$ cat src/rtl/muntjac_pkg.sv
// muntjac_pkg: shared core types used by the fetch/decode path.
// Contents:
//   exc_cause_e, exception_t  - trap cause and trap value carried with an instruction
//   if_reason_e               - reason the fetcher started fetching at this pc
//   fetched_instr_t           - one fetched instruction as handed to decode
//   IQ_DEPTH_DEFAULT          - default instr_queue depth for top-level instantiation
package muntjac_pkg;

    localparam int unsigned FETCH_PC_W       = 64;
    localparam int unsigned IQ_DEPTH_DEFAULT = 4;

    typedef enum logic [3:0] {
        EXC_CAUSE_INSN_ADDR_MISA     = 4'd0,
        EXC_CAUSE_INSN_ACCESS_FAULT  = 4'd1,
        EXC_CAUSE_ILLEGAL_INSN       = 4'd2,
        EXC_CAUSE_BREAKPOINT         = 4'd3,
        EXC_CAUSE_LOAD_MISALIGN      = 4'd4,
        EXC_CAUSE_LOAD_ACCESS_FAULT  = 4'd5,
        EXC_CAUSE_STORE_MISALIGN     = 4'd6,
        EXC_CAUSE_STORE_ACCESS_FAULT = 4'd7,
        EXC_CAUSE_ECALL_UMODE        = 4'd8,
        EXC_CAUSE_ECALL_SMODE        = 4'd9,
        EXC_CAUSE_ECALL_MMODE        = 4'd11,
        EXC_CAUSE_INSN_PAGE_FAULT    = 4'd12,
        EXC_CAUSE_LOAD_PAGE_FAULT    = 4'd13,
        EXC_CAUSE_STORE_PAGE_FAULT   = 4'd15
    } exc_cause_e;

    typedef struct packed {
        exc_cause_e              cause;
        logic [FETCH_PC_W-1:0]   tval;
    } exception_t;

    typedef enum logic [3:0] {
        IF_PREFETCH     = 4'b0000,
        IF_MISPREDICT   = 4'b0001,
        IF_PROT_CHANGED = 4'b0011,
        IF_SATP_CHANGED = 4'b0111,
        IF_FENCE_I      = 4'b1011
    } if_reason_e;

    typedef struct packed {
        logic [31:0]             instr_word;
        logic [FETCH_PC_W-1:0]   pc;
        if_reason_e              if_reason;
        logic                    ex_valid;
        exception_t              exception;
    } fetched_instr_t;

endpackage

$ cat src/rtl/instr_queue.sv
// instr_queue: decoupling queue between the fetcher and decode.
// Absorbs fetch/decode rate mismatch, drops everything on a redirect and
// refuses new input after a faulting fetch until the next flush.
// Ports:
//   clk, resetn          clock, asynchronous active-low reset
//   i_flush              redirect: empties the queue, swallows the offered input
//   in_valid/in_ready    fetcher side handshake, in_instr is the payload
//   out_valid/out_ready  decode side handshake, out_instr is the head entry
//   o_count              occupancy 0..DEPTH
module instr_queue
    import muntjac_pkg::*;
#(
    parameter int unsigned DEPTH = IQ_DEPTH_DEFAULT,
    parameter int unsigned XLEN  = 64
) (
    input  logic                       clk,
    input  logic                       resetn,
    input  logic                       i_flush,
    input  logic                       in_valid,
    output logic                       in_ready,
    input  fetched_instr_t             in_instr,
    output logic                       out_valid,
    input  logic                       out_ready,
    output fetched_instr_t             out_instr,
    output logic [$clog2(DEPTH):0]     o_count
);

    localparam int unsigned AW = $clog2(DEPTH);
    localparam int unsigned PW = AW + 1;
    localparam logic [PW-1:0] PTR_ONE = PW'(1);

    if (DEPTH < 2 || (DEPTH & (DEPTH - 1)) != 0) begin : g_bad_depth
        $error("instr_queue: DEPTH must be a power of two >= 2");
    end
    if (XLEN != FETCH_PC_W) begin : g_bad_xlen
        $error("instr_queue: XLEN must match the pc width of fetched_instr_t");
    end

    fetched_instr_t  mem_q [DEPTH];
    logic [PW-1:0]   wptr_q, wptr_d;
    logic [PW-1:0]   rptr_q, rptr_d;
    logic            poisoned_q, poisoned_d;

    logic empty, full, enq, deq;

    // Extra wrap bit distinguishes full from empty when the indices match.
    assign empty = (wptr_q == rptr_q);
    assign full  = (wptr_q[AW-1:0] == rptr_q[AW-1:0]) && (wptr_q[AW] != rptr_q[AW]);

    // During a flush the stale fetcher output is accepted and thrown away.
    // in_ready deliberately ignores out_ready: no write into a full queue.
    assign in_ready  = i_flush || (!full && !poisoned_q);
    assign out_valid = !empty && !i_flush;
    assign out_instr = mem_q[rptr_q[AW-1:0]];
    assign o_count   = wptr_q - rptr_q;

    assign enq = in_valid && in_ready && !i_flush;
    assign deq = out_valid && out_ready;

    always_comb begin
        wptr_d     = wptr_q;
        rptr_d     = rptr_q;
        poisoned_d = poisoned_q;
        if (i_flush) begin
            wptr_d     = '0;
            rptr_d     = '0;
            poisoned_d = 1'b0;
        end else begin
            if (enq) wptr_d = wptr_q + PTR_ONE;
            if (deq) rptr_d = rptr_q + PTR_ONE;
            // Once a faulting fetch is in, nothing behind it is meaningful.
            if (enq && in_instr.ex_valid) poisoned_d = 1'b1;
        end
    end

    always_ff @(posedge clk or negedge resetn) begin
        if (!resetn) begin
            wptr_q     <= '0;
            rptr_q     <= '0;
            poisoned_q <= 1'b0;
        end else begin
            wptr_q     <= wptr_d;
            rptr_q     <= rptr_d;
            poisoned_q <= poisoned_d;
        end
    end

    always_ff @(posedge clk or negedge resetn) begin
        if (!resetn) begin
            for (int i = 0; i < int'(DEPTH); i++) mem_q[i] <= '0;
        end else if (enq) begin
            mem_q[wptr_q[AW-1:0]] <= in_instr;
        end
    end

`ifndef SYNTHESIS
    // in_valid may drop across a flush; no stability check on the input side.
    a_no_write_full: assert property (@(posedge clk) disable iff (!resetn)
        enq |-> !full);
    a_count_bound: assert property (@(posedge clk) disable iff (!resetn)
        o_count <= PW'(DEPTH));
    a_head_stable: assert property (@(posedge clk) disable iff (!resetn)
        (out_valid && !out_ready && !i_flush) |=> $stable(out_instr));
`endif

endmodule
$ cat config.mk
export PLATFORM = sky130hd
export DESIGN_NAME = instr_queue
export DESIGN_NICKNAME = d
export VERILOG_FILES = /design/src/rtl/muntjac_pkg.sv /design/src/rtl/instr_queue.sv
export SDC_FILE = /design/constraint.sdc
export NUM_CORES = 1
export LEC_CHECK = 0
export CELL_PAD_IN_SITES_DETAIL_PLACEMENT = 1
export CELL_PAD_IN_SITES_GLOBAL_PLACEMENT = 2
export CORE_ASPECT_RATIO = 0.8
export CORE_UTILIZATION = 45
export DETAILED_ROUTE_END_ITERATION = 8
export GPL_TIMING_DRIVEN = 0
export PLACE_DENSITY = 0.95
export SLEW_MARGIN = 15
export SYNTH_ARGS = -nofsm -noshare
export SYNTH_HDL_FRONTEND = slang
export SYNTH_SLANG_ARGS = --single-unit
$ cat constraint.sdc
create_clock -name clk -period 7.9 [get_ports clk]
set_input_delay 1.185 -clock clk [delete_from_list [all_inputs] [get_ports clk]]
set_output_delay 1.185 -clock clk [all_outputs]
set_load 0.1 [all_outputs]
======== Word-level counts from Yosys, hierarchy flattened ========
Cells that the tools add are included.
storage, ports and cells
  bits in registers ....................... 683
  bits of input ports ..................... 174
  output and inout port bits .............. 174
  word-level logic and storage cells ...... 66
cells by class
  add/sub/neg operators ................... 3
  magnitude comparators ................... 3
  equality and inequality tests ........... 3
  muxes and demuxes ....................... 12
  bitwise logic cells ..................... 2
  reduce and logical (&&, ||, !) cells .... 16
operators with widths
  kind                 number
  $bwmux 676           1
  $mux 169             3
  $bmux 169 s2         1
  $demux 169 s2        1
  $mux 3               4
  $logic_and 1x1->1    8
  $add 3x1->3 const B  2
  $ge 3x3->1 const B   2
  $not 2->3            2
  $reduce_bool 2->1    3
  $logic_not 1->1      4
  $eq 3x3->1           1
  $lt 3x1->1 const B   1
  $sub 3x3->3          1
  $eq 2x2->1           1
  $mux 1               2
  $logic_or 1x1->1     1
  $ne 1x1->1           1

======== Logic depth before layout (Yosys ltp) ========
  depth after elaboration ................. 10
  depth in mapped cells ................... 11
  mapped depth without buffers ............ 5

======== Worst setup path after synthesis ========
Ideal clock, no wire load.
  kind .................................... register to output
  start ................................... reg rptr_q[1]
  end ..................................... out o_count[2]
  data arrival time ....................... 3.301 ns
  data required time ...................... 6.715 ns
  slack ................................... 3.414 ns
  cell stages (with the launch flop) ...... 7
  buffers on the path ..................... 3
  cells stage by stage .................... dfrtp_1 -> clkbuf_1 -> clkbuf_1 -> clkbuf_1 -> inv_1 -> fa_1 -> xnor2_1
between the ends
  word-level cells in the longest chain between the ends .. 1
RTL lines
  item                    RTL line           source
  start, declared         instr_queue.sv:41  logic [PW-1:0] rptr_q, rptr_d;
  start signal, assigned  instr_queue.sv:83  rptr_q <= rptr_d;
  $sub 3x3->3             instr_queue.sv:55  assign o_count = wptr_q - rptr_q;
  end, declared           instr_queue.sv:25  output logic [$clog2(DEPTH):0] o_count
No other way between the ends.

======== Worst setup path after layout ========
  start ................................... reg rptr_q[1]
  end ..................................... out in_ready
between the ends
  word-level cells in the longest chain between the ends .. 5
RTL lines
  item               RTL line           source
  $eq 2x2->1         instr_queue.sv:48  assign full = (wptr_q[AW-1:0] == rptr_q[AW-1:0]) && (wptr_q[AW] != rptr_q[AW]);
  $logic_and 1x1->1  instr_queue.sv:48
  $logic_not 1->1    instr_queue.sv:52  assign in_ready = i_flush || (!full && !poisoned_q);
  $logic_and 1x1->1  instr_queue.sv:52
  $logic_or 1x1->1   instr_queue.sv:52
  end, declared      instr_queue.sv:20  output logic in_ready,
No other way between the ends.

==> results.md <==
- Clock Pin Slew Worst Setup and Hold Paths: 60 ps
- Mapped Cells: 1694
- Post-synth EDFFs: 0
- CTS tree: built
- Row cnt: 83
- Hold Path Class: register to register
- Crit Reg-Reg Endpoint: mem_q[567]
- Reg2reg setup slack: 2700 ps
- Setup Buffers After CTS: 0
- Area grow syn2layout: 23.5%
- Ports: 348
- Die area: 0.0672 mm^2
- Iter 0 DRT Violations: 565
- Primary FF master, synth: dfrtp_1
- Tot GR Track Use: 23.8%
- Port Buffers: 346
- Fin crit period: 6750 ps
- Post-DP HPWL: 52400 um
- Yosys warns: 0
- Max Freq: 148 MHz
- CTS resizes: 0
- CP max stage delay: 1180 ps
- CP cell instances: clkbuf_1 > clkbuf_1 > clkbuf_1 > inv_1 > ha_1 > nand2_1 > buf_2 > o21ai_0 > nand2_1 > clkdlybuf4s50_1
- Placed cell area: 0.0345 mm^2
- CTS Hold Bufs: 0
- WL/cell: 25.6 um
- CP max-delay cell: clkdlybuf4s50_1
- Starting Density: 46.0%
- Slew Limit Fails: 0
- Hold Startpoint: mem_q[292]
- Initial antenna violation count: 17
- #FFs+latches synth: 683
- Final routed DRC violation total: 0
- Cell area after synthesis: 0.0298 mm^2
- CP arrival: 5560 ps
- # H-tree levels: 3
- First-pass GRT wire length: 121000 um
- Hold path depth: 1
- Commonest cells after routing, fill and taps aside: 683 x dfrtp_1, 379 x mux2_2, 345 x clkdlybuf4s50_1
- Max VDD drop: 0.288 mV
- Number of max-cap violations: 0
- Pwr per Cell Area: 395 mW/mm^2
- Final core utilization: 56.8%
- Register-to-Register Path Depth: 11
- Slew margin rel.: 22.4%
- Worst slew pin tran: 1160 ps
- Critical path endpoint category: output pin
- Crit-path max FO: 10
- # setup viols final: 0
- LEAKAGE: 16.2 nW
- CTS root buf: clkbuf_16
- Final instance area: 0.0368 mm^2
- Sequential area share after synthesis: 57.4%
- Startpoint types: register
- CTS Sinks: 683
- Avg Cell Area, Syn: 17.6 um^2
- Fill cells: 5874
- Via count: 16800
- Syn Nets: 1876
- Outcome: finished clean
- CP most frequent cell: clkbuf_1
- Distinct cells, synth: 34
- Final Cycle Share: 85.4%
- Worst-skew pair later-pin latency: 610 ps
- Final GP Congestion: 0.762
- Vias per cell: 5.57
- Worst r2r src: rptr_q[1]
- 1st-pass router iterations: 4
- GRT overflow: 0
- RSZ-0062 raised after global routing: no
- Final hold viol count: 0
- Setup tns final: 0 ps
- Final nets: 2301
- Chip width: 290 um
- Commonest non-fill, non-tap cell in the layout: dfrtp_1
- ANT nets after route: 0
- Worst Hold End: mem_q[292]
- Vias in the first global route: 19600
- Num CTS Buffers: 71
- Core box area: 0.0648 mm^2
- Total wire length: 77500 um
- Worst path required time: 6710 ps
- Post-synth ARST share: 100%
- Die H: 232 um
- Layout cells sized above 1: 34.9%
- Final worst slack: 1150 ps
- Dpl ws: 1770 ps
- Largest net degree at the start of global routing: 112
- Bufs on Longest Clock Path: 3
- WS Path Type: register to output pin
- Clk_skew: 29.2 ps
==> registers in the layout, summed over array words and instances, names as in the netlist <==
register    flops
poisoned_q      1
mem_q         676
rptr_q          3
wptr_q          3
==> cells by family after synthesis <==
logic type / Yosys count / share of synthesized area, %
flops: 683 / 57.4
fa+ha+maj: 8 / 0.361
mux: 849 / 38.5
simple gates: 16 / 0.277
xor+xnor: 3 / 0.151
compound gates: 15 / 0.563
buf+inv: 120 / 2.77
==> worst max-delay path by stage <==
stage                    from    endpoint  slack (ps)  cells after the start
finish              rptr_q[1]    in_ready        1150                     10
global route        rptr_q[1]    in_ready         850                     10
CTS                 rptr_q[1]    in_ready        1060                     10
detailed placement  rptr_q[1]    in_ready        1770                     10
global placement       resetn  mem_q[196]      -23270                      1
floorplan           rptr_q[1]  o_count[2]        3410                      6
==> Yosys cell counts (2+ instances only) <==
library cell,count,area [um^2]
buf_6,35,394
nand2_1,4,15.0
o2111ai_4,3,78.8
buf_2,37,185
mux4_2,169,3810
o2111ai_1,3,26.3
nor2_1,6,22.5
buf_1,5,18.8
mux2_2,379,4270
a21oi_1,2,10.0
inv_1,7,26.3
clkbuf_1,18,67.6
buf_4,17,128
nor2b_1,2,12.5
dfrtp_1,683,17100
mux2_1,300,3380
ha_1,7,87.6
==> metal layers <==
layer / vias up / track usage (%) / part of all wire, %
li1: 7193 / - / -
met1: 9146 / 31.1 / 41
met2: 352 / 39.2 / 50
met3: 133 / 6.57 / 6.2
met4: 24 / 6.50 / 2.3
met5: - / 0 / 0.22
==> report_power, final <==
group | switching [W] | leakage (nW) | total (W) | internal, W
sequential | 0.000545 | 8.66 | 0.00508 | 0.00453
combinational | 0.00407 | 6.42 | 0.00612 | 0.00204
clock | 0.00140 | 1.14 | 0.00335 | 0.00195
total | 0.00602 | 16.2 | 0.0145 | 0.00853
==> cell type report <==
| type | instances | area, um^2 | area share [%] |
|---|---|---|---|
| sequential | 683 | 17100 | 46.5 |
| multi-input combinational | 891 | 11900 | 32.3 |
| timing repair buffer | 352 | 3630 | 9.88 |
| clock buffer | 107 | 2070 | 5.64 |
| tap | 850 | 1060 | 2.89 |
| buffer | 113 | 798 | 2.17 |
| clock inverter | 19 | 228 | 0.619 |
| inverter | 7 | 26.3 | 0.0714 |
| antenna | 4 | 10.0 | 0.0272 |
==> worst max-delay path, delay by kind of cell (launching register included) <==
| kind | cells | cell delay (ps) |
|---|---|---|
| buf+inv | 6 | 3760 |
| fa+ha+maj | 1 | 370 |
| flops | 1 | 350 |
| compound gates | 1 | 140 |
| simple gates | 2 | 320 |
==> metrics by stage <==
step | hold WS, ps | std cells | total power, W
after detailed placement | 475 | 2896 | 0.0113
after global routing | 499 | 3026 | 0.0151
after floorplan | 459 | 1694 | 0.00982
after CTS | 488 | 3022 | 0.0147
after global placement | 468 | 2890 | 0.0110
final | 486 | 3026 | 0.0145
(Power assumes the default switching activity.)
